`config.mk`:
```
export PLATFORM = sky130hd
export DESIGN_NAME = mac_tx
export DESIGN_NICKNAME = d
export VERILOG_FILES = /design/src/rtl/mac_tx_pkg.sv /design/src/rtl/mac_crc32.sv /design/src/rtl/mac_tx.sv
export SDC_FILE = /design/constraint.sdc
export NUM_CORES = 1
export LEC_CHECK = 0
export CORE_ASPECT_RATIO = 0.6
export CORE_MARGIN = 10
export CORE_UTILIZATION = 50
export CTS_BUF_LIST = sky130_fd_sc_hd__clkbuf_16
export DETAILED_ROUTE_END_ITERATION = 8
export PLACE_DENSITY = 0.66
export SLEW_MARGIN = 20
export SYNTH_ARGS = -nofsm -noshare
export SYNTH_HDL_FRONTEND = slang
export SYNTH_HIERARCHICAL = 1
export SYNTH_SLANG_ARGS = --single-unit
```
`constraint.sdc`:
```
create_clock -name i_clk -period 11.7 [get_ports i_clk]
set_input_delay 2.34 -clock i_clk [delete_from_list [all_inputs] [get_ports i_clk]]
set_output_delay 2.34 -clock i_clk [all_outputs]
set_load 0.1 [all_outputs]
```
`src/rtl/mac_tx_pkg.sv`:
```
// rtl/mac_tx_pkg.sv - XGMII symbols, MAC header, TX FSM states and CRC-32 byte step
package mac_tx_pkg;

    localparam int W_CRC = 32;

    localparam logic [7:0] SYM_START = 8'hFB;
    localparam logic [7:0] SYM_TERM  = 8'hFD;
    localparam logic [7:0] SYM_IDLE  = 8'h07;
    localparam logic [7:0] SYM_ERR   = 8'hFE;

    // Preamble/SFD as two 4-lane words, lane 0 in the low byte; shared with the RX MAC.
    localparam int N_MAC_HDR = 2;
    localparam logic [N_MAC_HDR-1:0][3:0]  MAC_HDR_CTRL = {4'b0000, 4'b0001};
    localparam logic [N_MAC_HDR-1:0][31:0] MAC_HDR_DATA = {32'hD5555555, 32'h555555FB};

    localparam logic [W_CRC-1:0] CRC_POLY = 32'hEDB88320;

    typedef enum logic [6:0] {
        ST_IDLE  = 7'b0000001,
        ST_HDR   = 7'b0000010,
        ST_DATA  = 7'b0000100,
        ST_PAD   = 7'b0001000,
        ST_FCS   = 7'b0010000,
        ST_ABORT = 7'b0100000,
        ST_IPG   = 7'b1000000
    } state_t;

    function automatic logic [W_CRC-1:0] crc32_byte(input logic [W_CRC-1:0] crc, input logic [7:0] data);
        logic [W_CRC-1:0] c;
        c = crc ^ {24'h0, data};
        for (int b = 0; b < 8; b++) begin
            c = c[0] ? ((c >> 1) ^ CRC_POLY) : (c >> 1);
        end
        return c;
    endfunction

endpackage

```
`src/rtl/mac_crc32.sv`:
```
// rtl/mac_crc32.sv - reflected Ethernet CRC-32 register with per-byte enables, lane 0 first
module mac_crc32
    import mac_tx_pkg::*;
#(
    parameter int N_CHANNELS = 4,
    parameter int W_BYTE     = 8
) (
    input  logic                         i_clk,
    input  logic                         i_reset_n,
    input  logic                         i_crc_clr,
    input  logic [N_CHANNELS-1:0]        i_crc_en,
    input  logic [N_CHANNELS*W_BYTE-1:0] i_data,
    output logic [W_CRC-1:0]             o_crc
);

    logic [W_CRC-1:0] crc_d;

    always_comb begin
        crc_d = o_crc;
        for (int i = 0; i < N_CHANNELS; i++) begin
            if (i_crc_en[i]) begin
                crc_d = crc32_byte(crc_d, i_data[i*W_BYTE +: W_BYTE]);
            end
        end
    end

    always_ff @(posedge i_clk or negedge i_reset_n) begin
        if (!i_reset_n) begin
            o_crc <= '1;
        end else if (i_crc_clr) begin
            o_crc <= '1;
        end else begin
            o_crc <= crc_d;
        end
    end

endmodule

```
`src/rtl/mac_tx.sv`:
```
// rtl/mac_tx.sv - transmit MAC: AXIS payload to framed XGMII words with pad, FCS, /T/ and IPG
module mac_tx
    import mac_tx_pkg::*;
#(
    parameter int N_CHANNELS  = 4,
    parameter int W_BYTE      = 8,
    parameter int N_MIN_TRANS = 15,
    parameter int N_IPG_TRANS = 3
) (
    input  logic                         i_clk,
    input  logic                         i_reset_n,
    input  logic                         i_clk_en,
    input  logic                         s_axis_tvalid,
    output logic                         s_axis_tready,
    input  logic [N_CHANNELS-1:0]        s_axis_tkeep,
    input  logic [N_CHANNELS*W_BYTE-1:0] s_axis_tdata,
    input  logic                         s_axis_tlast,
    input  logic                         s_axis_tuser,
    output logic [N_CHANNELS-1:0]        o_xgmii_ctrl,
    output logic [N_CHANNELS*W_BYTE-1:0] o_xgmii_data,
    output logic                         o_underrun
);

    localparam int W_DATA = N_CHANNELS * W_BYTE;
    localparam int W_K    = $clog2(N_CHANNELS + 1);
    localparam int W_CNT  = $clog2(N_MIN_TRANS + 1);
    localparam int W_IPG  = $clog2(N_IPG_TRANS + 1);
    localparam int W_HDR  = (N_MAC_HDR > 1) ? $clog2(N_MAC_HDR) : 1;
    localparam logic [W_DATA-1:0] IDLE_WORD = {N_CHANNELS{SYM_IDLE}};

    state_t             state_q, state_d;
    logic [W_CNT-1:0]   cnt_q, cnt_d;
    logic [W_K-1:0]     k_q, k_d;
    logic [W_IPG-1:0]   ipg_q, ipg_d;
    logic [W_HDR-1:0]   hdr_q, hdr_d;
    logic               fcs_ph_q, fcs_ph_d;

    // Stage A holds the word produced by the FSM; stage B merges FCS into a short last word.
    logic [W_DATA-1:0]     a_data_q, a_data_d;
    logic [N_CHANNELS-1:0] a_ctrl_q, a_ctrl_d;
    logic                  a_merge_q, a_merge_d;
    logic [W_K-1:0]        a_k_q, a_k_d;
    logic                  a_unr_q, a_unr_d;
    logic [W_DATA-1:0]     b_data;

    logic                  crc_clr;
    logic [N_CHANNELS-1:0] crc_en;
    logic [W_CRC-1:0]      crc, fcs;
    logic [W_K-1:0]        keep_cnt;
    logic [W_DATA-1:0]     beat_data;

    assign fcs = ~crc;
    assign s_axis_tready = (state_q == ST_DATA) && i_clk_en;

    always_comb begin
        keep_cnt  = '0;
        beat_data = '0;
        for (int i = 0; i < N_CHANNELS; i++) begin
            keep_cnt = keep_cnt + W_K'(s_axis_tkeep[i]);
            if (s_axis_tkeep[i]) beat_data[i*W_BYTE +: W_BYTE] = s_axis_tdata[i*W_BYTE +: W_BYTE];
        end
    end

    always_comb begin
        state_d   = state_q;
        cnt_d     = cnt_q;
        k_d       = k_q;
        ipg_d     = ipg_q;
        hdr_d     = hdr_q;
        fcs_ph_d  = fcs_ph_q;
        a_data_d  = IDLE_WORD;
        a_ctrl_d  = '1;
        a_merge_d = 1'b0;
        a_k_d     = '0;
        a_unr_d   = 1'b0;
        crc_clr   = 1'b0;
        crc_en    = '0;
        case (state_q)
            ST_IDLE: begin
                crc_clr  = 1'b1;
                cnt_d    = '0;
                hdr_d    = '0;
                fcs_ph_d = 1'b0;
                if (int'(ipg_q) < N_IPG_TRANS) ipg_d = ipg_q + 1'b1;
                // This idle word itself counts toward the gap.
                if (s_axis_tvalid && (int'(ipg_q) + 1 >= N_IPG_TRANS)) state_d = ST_HDR;
            end
            ST_HDR: begin
                a_data_d = MAC_HDR_DATA[hdr_q];
                a_ctrl_d = MAC_HDR_CTRL[hdr_q];
                hdr_d    = hdr_q + 1'b1;
                if (hdr_q == W_HDR'(N_MAC_HDR - 1)) state_d = ST_DATA;
            end
            ST_DATA: begin
                if (!s_axis_tvalid) begin
                    a_data_d = {N_CHANNELS{SYM_ERR}};
                    a_unr_d  = 1'b1;
                    state_d  = ST_ABORT;
                end else if (s_axis_tuser) begin
                    a_data_d = {N_CHANNELS{SYM_ERR}};
                    state_d  = ST_ABORT;
                end else begin
                    a_data_d = beat_data;
                    a_ctrl_d = '0;
                    crc_en   = s_axis_tkeep;
                    if (int'(cnt_q) < N_MIN_TRANS) cnt_d = cnt_q + 1'b1;
                    if (s_axis_tlast) begin
                        k_d = keep_cnt;
                        if (int'(cnt_q) + 1 < N_MIN_TRANS) begin
                            crc_en  = '1;
                            state_d = ST_PAD;
                        end else begin
                            state_d   = ST_FCS;
                            a_merge_d = (int'(keep_cnt) < N_CHANNELS);
                            a_k_d     = keep_cnt;
                        end
                    end
                end
            end
            ST_PAD: begin
                a_data_d = '0;
                a_ctrl_d = '0;
                crc_en   = '1;
                cnt_d    = cnt_q + 1'b1;
                if (int'(cnt_q) + 1 >= N_MIN_TRANS) begin
                    k_d     = W_K'(N_CHANNELS);
                    state_d = ST_FCS;
                end
            end
            ST_FCS: begin
                if (int'(k_q) == N_CHANNELS) begin
                    if (!fcs_ph_q) begin
                        a_data_d = fcs[W_DATA-1:0];
                        a_ctrl_d = '0;
                        fcs_ph_d = 1'b1;
                    end else begin
                        a_data_d[W_BYTE-1:0] = SYM_TERM;
                        ipg_d   = '0;
                        state_d = ST_IPG;
                    end
                end else begin
                    // Upper FCS bytes spill into lanes 0..k-1, then /T/ in lane k.
                    for (int i = 0; i < N_CHANNELS; i++) begin
                        if (i < int'(k_q)) begin
                            a_data_d[i*W_BYTE +: W_BYTE] = fcs[(i + N_CHANNELS - int'(k_q))*W_BYTE +: W_BYTE];
                            a_ctrl_d[i] = 1'b0;
                        end else if (i == int'(k_q)) begin
                            a_data_d[i*W_BYTE +: W_BYTE] = SYM_TERM;
                        end
                    end
                    ipg_d   = '0;
                    state_d = ST_IPG;
                end
            end
            ST_ABORT: begin
                a_data_d[W_BYTE-1:0] = SYM_TERM;
                ipg_d   = '0;
                state_d = ST_IPG;
            end
            ST_IPG: begin
                ipg_d = ipg_q + 1'b1;
                if (int'(ipg_q) + 1 >= N_IPG_TRANS - 1) state_d = ST_IDLE;
            end
            default: state_d = ST_IDLE;
        endcase
    end

    always_comb begin
        b_data = a_data_q;
        for (int i = 0; i < N_CHANNELS; i++) begin
            if (a_merge_q && (i >= int'(a_k_q))) begin
                b_data[i*W_BYTE +: W_BYTE] = fcs[(i - int'(a_k_q))*W_BYTE +: W_BYTE];
            end
        end
    end

    always_ff @(posedge i_clk or negedge i_reset_n) begin
        if (!i_reset_n) begin
            state_q      <= ST_IDLE;
            cnt_q        <= '0;
            k_q          <= '0;
            ipg_q        <= W_IPG'(N_IPG_TRANS);
            hdr_q        <= '0;
            fcs_ph_q     <= 1'b0;
            a_data_q     <= IDLE_WORD;
            a_ctrl_q     <= '1;
            a_merge_q    <= 1'b0;
            a_k_q        <= '0;
            a_unr_q      <= 1'b0;
            o_xgmii_data <= IDLE_WORD;
            o_xgmii_ctrl <= '1;
            o_underrun   <= 1'b0;
        end else if (i_clk_en) begin
            state_q      <= state_d;
            cnt_q        <= cnt_d;
            k_q          <= k_d;
            ipg_q        <= ipg_d;
            hdr_q        <= hdr_d;
            fcs_ph_q     <= fcs_ph_d;
            a_data_q     <= a_data_d;
            a_ctrl_q     <= a_ctrl_d;
            a_merge_q    <= a_merge_d;
            a_k_q        <= a_k_d;
            a_unr_q      <= a_unr_d;
            o_xgmii_data <= b_data;
            o_xgmii_ctrl <= a_ctrl_q;
            o_underrun   <= a_unr_q;
        end
    end

    mac_crc32 #(
        .N_CHANNELS (N_CHANNELS),
        .W_BYTE     (W_BYTE)
    ) u_crc (
        .i_clk     (i_clk),
        .i_reset_n (i_reset_n),
        .i_crc_clr (crc_clr & i_clk_en),
        .i_crc_en  (crc_en & {N_CHANNELS{i_clk_en}}),
        .i_data    (a_data_d),
        .o_crc     (crc)
    );

endmodule

```
# [After elaboration in Yosys (flattened, before gate mapping)]
# Index checks and enable logic that the tools add are counted.
[totals] register_bits=128 in_bits=42 output_inout_bits=38 word_cells=253
[classes] add_sub_neg=16 magnitude_cmp=16 eq_ne=23 shift=8 muxes=118 n_bitwise=39 n_reduce_logical=18
[op_table] operator="two-way mux 32 bit" count=42
[op_table] operator="NOT 13 -> 14 bit" count=32
[op_table] operator="indexed part select 32 x 7 -> 8 bit" count=8
[op_table] operator="two-way mux 8 bit" count=17
[op_table] operator="XOR 32 x 8 -> 32 bit" count=4
[op_table] operator="case mux 24 bit (4 select lines)" count=1
[op_table] operator="two-way mux 7 bit" count=9
[op_table] operator="case mux 7 bit (7 select lines)" count=1
[op_table] operator="two-way mux 4 bit" count=12
[op_table] operator="case mux 8 bit (5 select lines)" count=1
[op_table] operator=">= comparator 32 x 3 -> 1 bit (second input constant)" count=1
[op_table] operator="less-than comparator 32 x 5 -> 1 bit (second input constant)" count=1
[op_table] operator="NOT 32 bit" count=1
[op_table] operator="two-way mux 3 bit" count=9
[op_table] operator="two-way mux 24 bit" count=1
[op_table] operator="!= test 2 bit (second input constant)" count=9
[op_table] operator="case mux 4 bit (4 select lines)" count=1
[op_table] operator="subtractor 3 x 3 -> 4 bit (first input constant)" count=4
[op_table] operator="two-way mux 1 bit" count=14
[op_table] operator="case mux 4 bit (3 select lines)" count=1
[op_table] operator="case mux 2 bit (4 select lines)" count=1
[op_table] operator="case mux 4 bit (2 select lines)" count=1
[op_table] operator="subtractor 1 x 3 -> 4 bit (first input constant)" count=2
[op_table] operator="subtractor 2 x 3 -> 4 bit (first input constant)" count=2
[op_table] operator="other kinds (48)" count=63

# [Logic depth before layout (Yosys ltp)]
# Gate-level depths: netlist of run 1.
[depth] word_depth=78 ltp_mapped=27 ltp_nobuf=22

# [Cells and area by module]
# Netlist of run 1, hierarchy kept.
[by_module_without_submodules] module="mac_tx" n_inst=1 cells_each=768 area_per_inst_um2=7579.8 seq_area_each_um2=2446.1
[by_module_without_submodules] module="mac_crc32" n_inst=1 cells_each=643 area_per_inst_um2=6568.8 seq_area_each_um2=840.8

# [Least setup slack after synthesis of run 1]
# No wires, ideal clock.
[synth_timing] kind="input-to-reg" startpoint="in s_axis_tuser" endpoint="reg u_crc.o_crc[24]" setup_time_ps=82 t_arrival_ps=7518 required_time_ps=11618 path_slack_ps=4101 stages=21 n_path_buf=2 cell_sequence="nand2b_1 -> nand3_1 -> clkbuf_1 -> o211ai_2 -> nor2_1 -> nand2_1 -> xnor2_2 -> xnor3_1 -> mux2_2 -> xnor3_1 -> o211a_1 -> or2_2 -> clkbuf_1 -> xnor2_1 -> xnor3_1 -> mux2i_4 -> xor2_2 -> xnor2_1 -> xnor3_1 -> xor2_1 -> a211o_1"
[synth_via] elab_cells_between_ends=78 classes_between="mux: 44; bitwise: 34"
[synth_rtl] element="from (decl)" line="mac_tx.sv:18" source="input logic s_axis_tuser,"
[synth_rtl] element="two-way mux 32 bit (*)" line="mac_tx.sv:99" source="end else if (s_axis_tuser) begin"
[synth_rtl] element="two-way mux 32 bit (*)" line="mac_tx.sv:95" source="if (!s_axis_tvalid) begin"
[synth_rtl] element="case mux 8 bit (5 select lines) (*)" line="mac_tx.sv:78" source="case (state_q)"
[synth_rtl] element="via a_data_d[7]" line="mac_tx.sv:39" source="logic [W_DATA-1:0] a_data_q, a_data_d;"
[synth_rtl] element="XOR 32 x 8 -> 32 bit (*)" line="mac_tx_pkg.sv:30" source="c = crc ^ {24'h0, data};"
[synth_rtl] element="two-way mux 32 bit (*)" line="mac_tx_pkg.sv:32" source="c = c[0] ? ((c >> 1) ^ CRC_POLY) : (c >> 1);"
[synth_rtl] element="NOT 13 -> 14 bit (no source line)"
[synth_rtl] element="two-way mux 32 bit (*) (7 in a row)" line="mac_tx_pkg.sv:32"
[synth_rtl] element="(+29 left out)"
[synth_rtl] element="two-way mux 32 bit or NOT 13 -> 14 bit (tied branches)"
[synth_rtl] element="two-way mux 32 bit (2 in a row)" line="mac_tx_pkg.sv:32"
[synth_rtl] element="NOT 13 -> 14 bit (no source line) or two-way mux 32 bit (tied branches)"
[synth_rtl] element="two-way mux 32 bit (2 in a row)" line="mac_tx_pkg.sv:32"
[synth_rtl] element="NOT 13 -> 14 bit (no source line) or two-way mux 32 bit (tied branches)"
[synth_rtl] element="two-way mux 32 bit" line="mac_tx_pkg.sv:32"
[synth_rtl] element="two-way mux 32 bit (*)" line="mac_crc32.sv:21" source="if (i_crc_en[i]) begin"
[synth_rtl] element="two-way mux 32 bit (*)" line="mac_crc32.sv:30" source="end else if (i_crc_clr) begin"
[synth_rtl] element="to (signal assigned)" line="mac_crc32.sv:33" source="o_crc <= crc_d;"
[synth_rtl] element="to (decl)" line="mac_crc32.sv:13" source="output logic [W_CRC-1:0] o_crc"
# Mark *: on every way through the listed nets, which the timed path passes. The rest lies on a longest branch.
# A chain may end at the register's enable or synchronous reset.

# [Worst setup path in the final report of run 1]
[layout_timing] startpoint="in s_axis_tvalid" endpoint="reg u_crc.o_crc[16]"
[layout_via] elab_cells_between_ends=75 classes_between="mux: 42; bitwise: 33"
[layout_rtl] element="from (decl)" line="mac_tx.sv:13" source="input logic s_axis_tvalid,"
[layout_rtl] element="two-way mux 32 bit (*)" line="mac_tx.sv:95"
[layout_rtl] element="case mux 8 bit (5 select lines) (*)" line="mac_tx.sv:78"
[layout_rtl] element="via a_data_d[2]" line="mac_tx.sv:39"
[layout_rtl] element="XOR 32 x 8 -> 32 bit (*)" line="mac_tx_pkg.sv:30"
[layout_rtl] element="two-way mux 32 bit (*) (8 in a row)" line="mac_tx_pkg.sv:32"
[layout_rtl] element="two-way mux 32 bit (*)" line="mac_crc32.sv:21"
[layout_rtl] element="XOR 32 x 8 -> 32 bit" line="mac_tx_pkg.sv:30"
[layout_rtl] element="NOT 13 -> 14 bit (no source line)"
[layout_rtl] element="(+28 left out)"
[layout_rtl] element="NOT 13 -> 14 bit (no source line)"
[layout_rtl] element="two-way mux 32 bit" line="mac_tx_pkg.sv:32"
[layout_rtl] element="NOT 13 -> 14 bit (no source line)"
[layout_rtl] element="two-way mux 32 bit" line="mac_tx_pkg.sv:32"
[layout_rtl] element="NOT 13 -> 14 bit (no source line)"
[layout_rtl] element="two-way mux 32 bit (4 in a row)" line="mac_tx_pkg.sv:32"
[layout_rtl] element="two-way mux 32 bit (*)" line="mac_crc32.sv:21"
[layout_rtl] element="two-way mux 32 bit (*)" line="mac_crc32.sv:30"
# Marked as above.

==> results of run 1 <==
-- through the flow --
step | utilization, % | instances | instance area (um2) | setup WS, ps
floorplan | - | 1411 | 14100 | 4100
global placement | 54.9 | 1789 | 15200 | 2530
detailed placement | 54.9 | 1789 | 15200 | 2490
CTS | 56.9 | 1821 | 15800 | 2920
global route | 56.9 | 1821 | 15800 | 2550
finish | 56.9 | 1822 | 15800 | 2790
-- worst paths after layout --
check,end,cells after the start,slack [ps],from
setup / recovery,u_crc/o_crc[16]$_DFF_PN1_,18,2790,s_axis_tvalid
hold reg to reg,a_ctrl_q[1]$_DFFE_PN1P_,2,490,a_ctrl_q[1]$_DFFE_PN1P_
setup reg to reg,u_crc/o_crc[24]$_DFF_PN1_,23,3350,k_q[0]$_DFFE_PN0P_
max in group asynchronous,a_data_q[15]$_DFFE_PN0P_,3,8220,i_reset_n
min in group asynchronous,state_q[5]$_DFFE_PN0P_,1,1720,i_reset_n
hold / removal,a_ctrl_q[1]$_DFFE_PN1P_,2,490,a_ctrl_q[1]$_DFFE_PN1P_
-- metal layers --
layer,global-route usage (%),routed length (um),vias up
met3,13.9,8870,92
met4,7.36,1130,4
li1,-,-,5242
met1,44.3,24200,6067
met5,0.962,84,-
met2,36.5,19900,921
-- cell type report --
cell class | count | area, um2
Antenna cell | 1 | 2.50
Clock buffer | 17 | 425
Clock inverter | 15 | 133
Fill cell | 2430 | 11900
Inverter | 32 | 120
Multi-Input combinational cell | 1161 | 10400
Sequential cell | 128 | 3290
Tap cell | 367 | 459
Timing Repair Buffer | 101 | 951
-- state kept, by name, summed over array words and instances (netlist names) --
| name | cells |
|---|---|
| a_data_q | 32 |
| o_xgmii_data | 32 |
| u_crc/o_crc | 32 |
| state_q | 7 |
| a_ctrl_q | 4 |
| cnt_q | 4 |
| o_xgmii_ctrl | 4 |
| a_k_q | 3 |
| k_q | 3 |
| ipg_q | 2 |
| a_merge_q | 1 |
| a_unr_q | 1 |
| fcs_ph_q | 1 |
| hdr_q | 1 |
| o_underrun | 1 |
-- synthesized netlist by cell type, types with 12 or more instances --
library cell / instances
sky130_fd_sc_hd__buf_2: 19
sky130_fd_sc_hd__xor3_1: 17
sky130_fd_sc_hd__o21ai_0: 66
sky130_fd_sc_hd__nand2b_1: 13
sky130_fd_sc_hd__xnor3_1: 42
sky130_fd_sc_hd__nand3_1: 22
sky130_fd_sc_hd__a31oi_1: 20
sky130_fd_sc_hd__or3_1: 14
sky130_fd_sc_hd__nor3_1: 20
sky130_fd_sc_hd__mux2i_1: 50
sky130_fd_sc_hd__a221oi_1: 18
sky130_fd_sc_hd__clkbuf_1: 55
sky130_fd_sc_hd__ha_1: 26
sky130_fd_sc_hd__a211o_1: 23
sky130_fd_sc_hd__dfstp_2: 67
sky130_fd_sc_hd__xnor2_1: 141
sky130_fd_sc_hd__mux2_2: 47
sky130_fd_sc_hd__inv_1: 31
sky130_fd_sc_hd__xor2_1: 53
sky130_fd_sc_hd__dfrtp_1: 61
sky130_fd_sc_hd__a211oi_1: 21
sky130_fd_sc_hd__xnor2_2: 12
sky130_fd_sc_hd__nor2_1: 144
sky130_fd_sc_hd__mux4_2: 47
sky130_fd_sc_hd__nand2_1: 84
sky130_fd_sc_hd__a21oi_1: 72
-- critical path: cells and delay by family --
kind / cells / cell delay (ps)
AOI/OAI and AO/OA: 5 / 1840
xor gates and xnor gates: 8 / 3380
buffers and inverters: 1 / 540
muxes: 2 / 610
and+or+nand+nor: 2 / 550
-- logic make-up after synthesis --
logic type	Yosys count
adder cells (fa/ha/maj)	27
XOR/XNOR	280
AND/OR/NAND/NOR	371
AO/OA/AOI/OAI	330
multiplexers	153
buffers and inverters	122
flip-flops	128
==> results.md, run 1 <==
Run status:
- The flow ran to the end, and the final reports show no timing, DRC or antenna violations.

Global route:
- After global routing the overflow that remains totals 0.
- The total routing resource utilization after global routing is 29.7%.
- The number of antenna violations at the first check in global routing is 1.
- The via count of the first global-routing pass is 11100.
- The first-pass GRT wire length is around 78000 um.
- The maximum number of pins on one net before global-route repair is 96.

Placed design:
- The routability congestion estimate is 1.02.
- Once detailed placement completed, the half-perimeter wirelength came to 41000 um.
- Buffers placed on the I/O ports in this run total 79.

Synthesis:
- In this run, synthesis produced a sequential element count of approximately 130.
- The sequential element share of the synthesized area is 23.2%.
- The cell count after synthesis came out at 1411.
- The total number of yosys warnings is 6.
- In this run the biggest area consumer among cell types represents 12.4% of the synthesized area.
- Summing the areas of all compound-gate instances in the mapped netlist gives 16.7% of the synthesized area.
- The post-synthesis cell type count is between 90 and 100.
- The net count after synthesis is 1480.
- The area share of and/or/nand/nor cells after synthesis is between 10 and 15%.
- After Yosys synthesis, full adders, half adders and majority gates account for approximately 2.4% of the synthesized area.
- In the post-synthesis netlist, the biggest area contributors are sky130_fd_sc_hd__dfstp_2 (12%), sky130_fd_sc_hd__dfrtp_1 (11%), sky130_fd_sc_hd__xnor2_1 (8.7%).
- After synthesis, the largest family of logic cells by area is XOR/XNOR gates.
- The xor/xnor share of the synthesized area is 25.3%.
- The number of enable-type register cells in the synthesized netlist is 0.
- The fraction of synthesis flops using an asynchronous set or reset pin is 100%.
- The average instance in the mapped netlist occupies about 10 um2.
- The post-synthesis instance area is around 0.014 mm2.
- The predominant post-synthesis flop cell is sky130_fd_sc_hd__dfstp_2.
- The largest total area in the synthesized netlist belongs to sky130_fd_sc_hd__dfstp_2.
- The multiplexer fraction of the synthesized cell area is 15.9%.

Routing:
- In the routed design, unresolved DRC markers number 0.
- The number of iterations in the first detailed-routing pass is 7.
- The average vias per placed instance is around 6.8.
- The average wire length per cell after detail routing is 29.7 um.
- The number of DRC violations after detailed-routing iteration 0 is between 1500 and 2000.
- The total routed wirelength is 54200 um.
- The count of nets left with antenna violations after detail routing is 0.
- The routed layout has 12300 vias.

Die:
- The core region is roughly 0.028 mm2.
- The starting utilization of the core area is 51.1%.
- The vertical die dimension is 150 um.
- The width of the die is between 200 and 250 um.
- The initialized floorplan defines 47 standard-cell rows.
- The number of top-level design ports is 80.
- The die covers 0.0356 mm2.

Clock network:
- For the worst-skew pair, the clock arrives at the later sink with an insertion delay of 440 ps.
- Clock tree synthesis selected as its root buffer the cell sky130_fd_sc_hd__clkbuf_16.
- The H-tree depth is 4.
- TritonCTS built the clock tree.
- Counting the buffers created by CTS gives 17.
- The clock-pin slew of the registers on the worst-case setup and hold paths is 60 ps.
- The buffer count from post-CTS setup fixing is 0.
- The post-CTS resize count is 0.
- The buffer levels on the longest clock path is 2.
- Buffers inserted to repair hold after CTS numbered 0.
- The number of sinks on the clock net is 128.

Critical path:
- In this run the worst path has a maximum fanout of 13.
- By startpoint and endpoint, the worst setup path is classified as in2reg.
- On the critical path, the stage with the largest delay is an instance of sky130_fd_sc_hd__xnor2_1.
- The element type at the critical path start is an input port.
- Counting stages on the worst path, the most repeated cell is sky130_fd_sc_hd__xnor3_1.
- Data arrives at the worst endpoint at 9280 ps.
- The required arrival time at the worst endpoint is 12070 ps.
- The critical path goes through clkdlybuf4s50_1 > nand2b_1 > nand3_1 > o21ai_0 > a2111o_1 > xnor2_4 > xnor3_1 > mux2_2 > xnor2_2 > xnor2_1 > a41oi_1 > a2111oi_4 > xnor3_1 > mux2i_4 > xnor2_1 > xnor2_4 > xnor3_1 > a211o_1.
- The worst setup path is captured at a flop.
- For this run, the slowest stage of the critical path takes 670 ps.

Timing:
- In the finished design, the share of the clock period the worst path needs comes to 76.2%.
- The number of slew-limit violations in the final report was 0.
- The final hold violation count is 0.
- The setup clock skew after layout is around 12 ps.
- Setup repair after global routing left no endpoint under its margin.
- The worst relative slew slack is between 20 and 25%.
- The final setup violation count is 0.
- Static timing analysis puts the maximum clock frequency at 112 MHz.
- The time the worst path needs with I/O delays and setup is 8910 ps.
- For the pin with the worst max-slew slack, the measured transition is around 1200 ps.
- Final hold analysis gives a worst-case slack of 489 ps.
- In the final timing run, aggregate negative setup slack is 0 ps.

Finish:
- The final layout net count is ~1500.
- The synthesis-to-layout area growth is 11.4%.
- The library cell used most frequently in the layout, excluding fill and tap cells, is sky130_fd_sc_hd__nor2_1.
- The library cells used most frequently in the layout, excluding fill and tap cells, are sky130_fd_sc_hd__nor2_1 (143), sky130_fd_sc_hd__xnor2_1 (141), sky130_fd_sc_hd__nand2_1 (84), sky130_fd_sc_hd__clkdlybuf4s50_1 (77), sky130_fd_sc_hd__a21oi_1 (68).
- The post-route netlist has 20.6% of its cells at a drive strength greater than 1.

Job:
- Across the run, the number of max-cap violations was 0.

Min path:
- The tightest min-delay check is of the reg2reg type.
Power of run 1 is not shown: default switching activity piles up to over one toggle a cycle in this logic, so the estimate is an artifact.
==> run 2, diff against run 1 <==
==> constraint.sdc (replaced) <==
create_clock -name i_clk -period 9.1 [get_ports i_clk]
set_input_delay 1.82 -clock i_clk [delete_from_list [all_inputs] [get_ports i_clk]]
set_output_delay 1.82 -clock i_clk [all_outputs]
set_load 0.1 [all_outputs]
==> run 2 against run 1 <==
Cell count up 0.44%. Highest routed layer unchanged. Worst setup slack worse by 1800 ps. Global-route usage about the same. Design area up 0.40%.
==> results.md, run 2 (synthesis results as in run 1) <==
Timing:
- The worst relative slew slack is approximately a fifth.
- The setup clock skew after layout is 10.2 ps.
- The final hold violation count was 0.
- The fmax is 122 MHz.
- Setup repair after global routing left no endpoint under its margin.
- Of the available clock period, the critical path in the final layout requires 89.7%.
- After layout, the minimum clock period comes to between 8000 and 9000 ps.
- The final setup violation count is 0.
- The slew at the pin closest to its max-slew limit is 1210 ps.
- Summed over all failing endpoints, the final setup total negative slack is 0 ps.
- The number of slew-limit violations in the final report is 0.

Finish:
- Cells with a size suffix above 1 make up 20.9% of the layout.
- The cell area after layout is 0.0158 mm2.
- Summing all flip-flop and latch instances after layout gives 0.00329 mm2.
- In the layout the commonest cells are sky130_fd_sc_hd__nor2_1 (143), sky130_fd_sc_hd__xnor2_1 (141), sky130_fd_sc_hd__nand2_1 (84), sky130_fd_sc_hd__clkdlybuf4s50_1 (77), sky130_fd_sc_hd__a21oi_1 (68).
- In the final layout, the multi-input gates occupy around 0.010 mm2.
- The filler cells instantiated in the layout total 2419.
- The library cell used most frequently in the layout, excluding fill and tap cells, is sky130_fd_sc_hd__nor2_1.
- The final layout net count is 1518.
- The synthesis-to-layout area growth is 11.9%.
- The final cell count without fillers is 1830.
- The largest registers in the layout are a_data_q x32, o_xgmii_data x32, u_crc/o_crc x32.

Clock network:
- For the worst-skew pair, the clock arrives at the later sink with an insertion delay of 440 ps.
- Clock-pin slew was measured on the worst setup and hold paths at roughly 60 ps.
- The clock tree from TritonCTS is yes.
- After clock tree synthesis, the flow added hold-fix buffers numbering 0.
- The root buffer cell is sky130_fd_sc_hd__clkbuf_16.
- The number of buffers added by the clock tree synthesis step is 17.
- The H-tree was split into 4 levels.
- The clock passes through at most 2 buffers.
- The number of sinks on the clock net is 128.
- The post-CTS resize count is 0.
- After clock tree synthesis, the setup repair step added 0 buffers.

Placed design:
- The placed instances occupy a cell area of 0.0153 mm2.
- The placed wire-length estimate is 40900 um.
- The routability congestion estimate is 1.02.
- In this run, placement finished with an instance count of 1796.
- During placement, the flow inserted port buffers numbering 79.

Global route:
- The first global-routing pass estimated 78600 um of wire.
- Entering global routing, the biggest net connects 93 pins.
- The total overflow left after global routing is 0.
- The via count of the first global-routing pass is 11300.
- In the global route stage, overall resource usage came out at 29.7%.
- The number of antenna violations at the first check in global routing is 2.

Die:
- The total area inside the core boundary comes to 0.0277 mm2.
- The initial utilization of the core area, before any placement, comes to 51.1%.
- The die footprint is 0.0356 mm2.
- The number of top-level design ports is 80.
- The site row count is 47.
- In this run the horizontal extent of the chip is 237 um.
- The die is 150 um tall.

Critical path:
- At the worst endpoint, the arrival time is about 8500 ps.
- The sort of element at the end of the critical path is a flop.
- The critical path starts at s_axis_tvalid.
- The endpoint of the worst setup timing path is u_crc/o_crc[24]$_DFF_PN1_.
- STA classifies the critical path startpoint as an input port.
- The capture instance of the worst register-to-register path is u_crc/o_crc[24]$_DFF_PN1_.
- The worst register-to-register path begins at k_q[0]$_DFFE_PN0P_.
- The required arrival time at the worst endpoint is 9460 ps.
- The setup path with the least slack is of type in2reg.
- Along the worst path, the maximum fanout reaches 8.
- The slack of the worst reg-to-reg path is 1230 ps.
- The worst register-to-register path has a depth of 19.

Run status:
- The run finished with clean final reports.

Routing:
- For this block, the via count after detailed routing is 12200.
- The average vias per placed instance is 6.68.
- In the final routed layout, each cell accounts on average for 29.2 um.
- The count of nets left with antenna violations after detail routing is 0.
- The total routed wirelength is 53500 um.
- The first routing iteration left 2255 violations.
- The first detailed-routing pass ran for 7 iterations.
- The post-route DRC violation count is 0.

Min path:
- The class of the worst hold path is reg2reg.

Job:
- The tool flagged a number of max-cap violations equal to 0.
run 2: cell types whose count changed in the layout (fill, tap and decap cells not counted):
cell,change
sky130_fd_sc_hd__inv_1,+3
sky130_fd_sc_hd__buf_4,+8
sky130_fd_sc_hd__clkinv_1,-1
sky130_fd_sc_hd__clkbuf_16,+2
sky130_fd_sc_hd__bufinv_16,-1
sky130_fd_sc_hd__inv_6,-1
sky130_fd_sc_hd__clkinv_4,-1
sky130_fd_sc_hd__inv_4,-1
run 2: worst min-delay path by stage:
stage          slack [ps]  cells after the start                   startpoint                          end
2_1_floorplan         460                      2      a_ctrl_q[1]$_DFFE_PN1P_      a_ctrl_q[1]$_DFFE_PN1P_
3_3_place_gp          480                      2      a_ctrl_q[0]$_DFFE_PN1P_      a_ctrl_q[0]$_DFFE_PN1P_
3_5_place_dp          480                      2  o_xgmii_data[8]$_DFFE_PN1P_  o_xgmii_data[8]$_DFFE_PN1P_
4_1_cts               490                      2  o_xgmii_data[8]$_DFFE_PN1P_  o_xgmii_data[8]$_DFFE_PN1P_
5_1_grt               520                      2      a_ctrl_q[0]$_DFFE_PN1P_      a_ctrl_q[0]$_DFFE_PN1P_
6_report              490                      2  o_xgmii_data[8]$_DFFE_PN1P_  o_xgmii_data[8]$_DFFE_PN1P_
run 2: layout make-up:
type	instances	area share, %
diodes	1	0.0158
clock inverters	13	0.545
flip-flops and latches	128	20.8
well taps	367	2.90
repair buffers	109	6.39
clock buffers	19	3.00
inverters	32	0.759
multi-input cells	1161	65.6
run 2: routing by layer:
layer	wire [um]	vias up	track usage [%]
li1	-	5261	-
met1	23400	5923	43.4
met2	19900	926	37.5
met3	8990	108	13.8
met4	1200	2	7.23
met5	79	-	1.65
run 2: stage by stage:
step / setup slack [ps] / hold slack (ps) / util [%]
CTS: 1110 / 490 / 57.1
floorplan: 2020 / 465 / -
global route: 685 / 519 / 57.1
global placement: 799 / 480 / 55.1
finish: 936 / 487 / 57.2
detailed placement: 707 / 479 / 55.1
run 2: critical path, cell delays in order:
cell and delay [ps]:
sky130_fd_sc_hd__clkdlybuf4s50_1 530, sky130_fd_sc_hd__nand2b_1 150, sky130_fd_sc_hd__nand3_1 260, sky130_fd_sc_hd__o211ai_2 170, sky130_fd_sc_hd__nor2_1 220, sky130_fd_sc_hd__nand2_1 140
sky130_fd_sc_hd__xnor2_2 580, sky130_fd_sc_hd__xor2_2 330, sky130_fd_sc_hd__xnor3_1 340, sky130_fd_sc_hd__mux2i_4 360, sky130_fd_sc_hd__xnor2_2 240, sky130_fd_sc_hd__xnor3_1 500
sky130_fd_sc_hd__o21ai_2 350, sky130_fd_sc_hd__xor2_1 550, sky130_fd_sc_hd__xnor3_1 560, sky130_fd_sc_hd__mux2i_4 260, sky130_fd_sc_hd__xnor2_4 230, sky130_fd_sc_hd__xnor3_1 440
sky130_fd_sc_hd__xor2_1 160, sky130_fd_sc_hd__a211o_1 300
Power of run 2 is left out for the same reason.
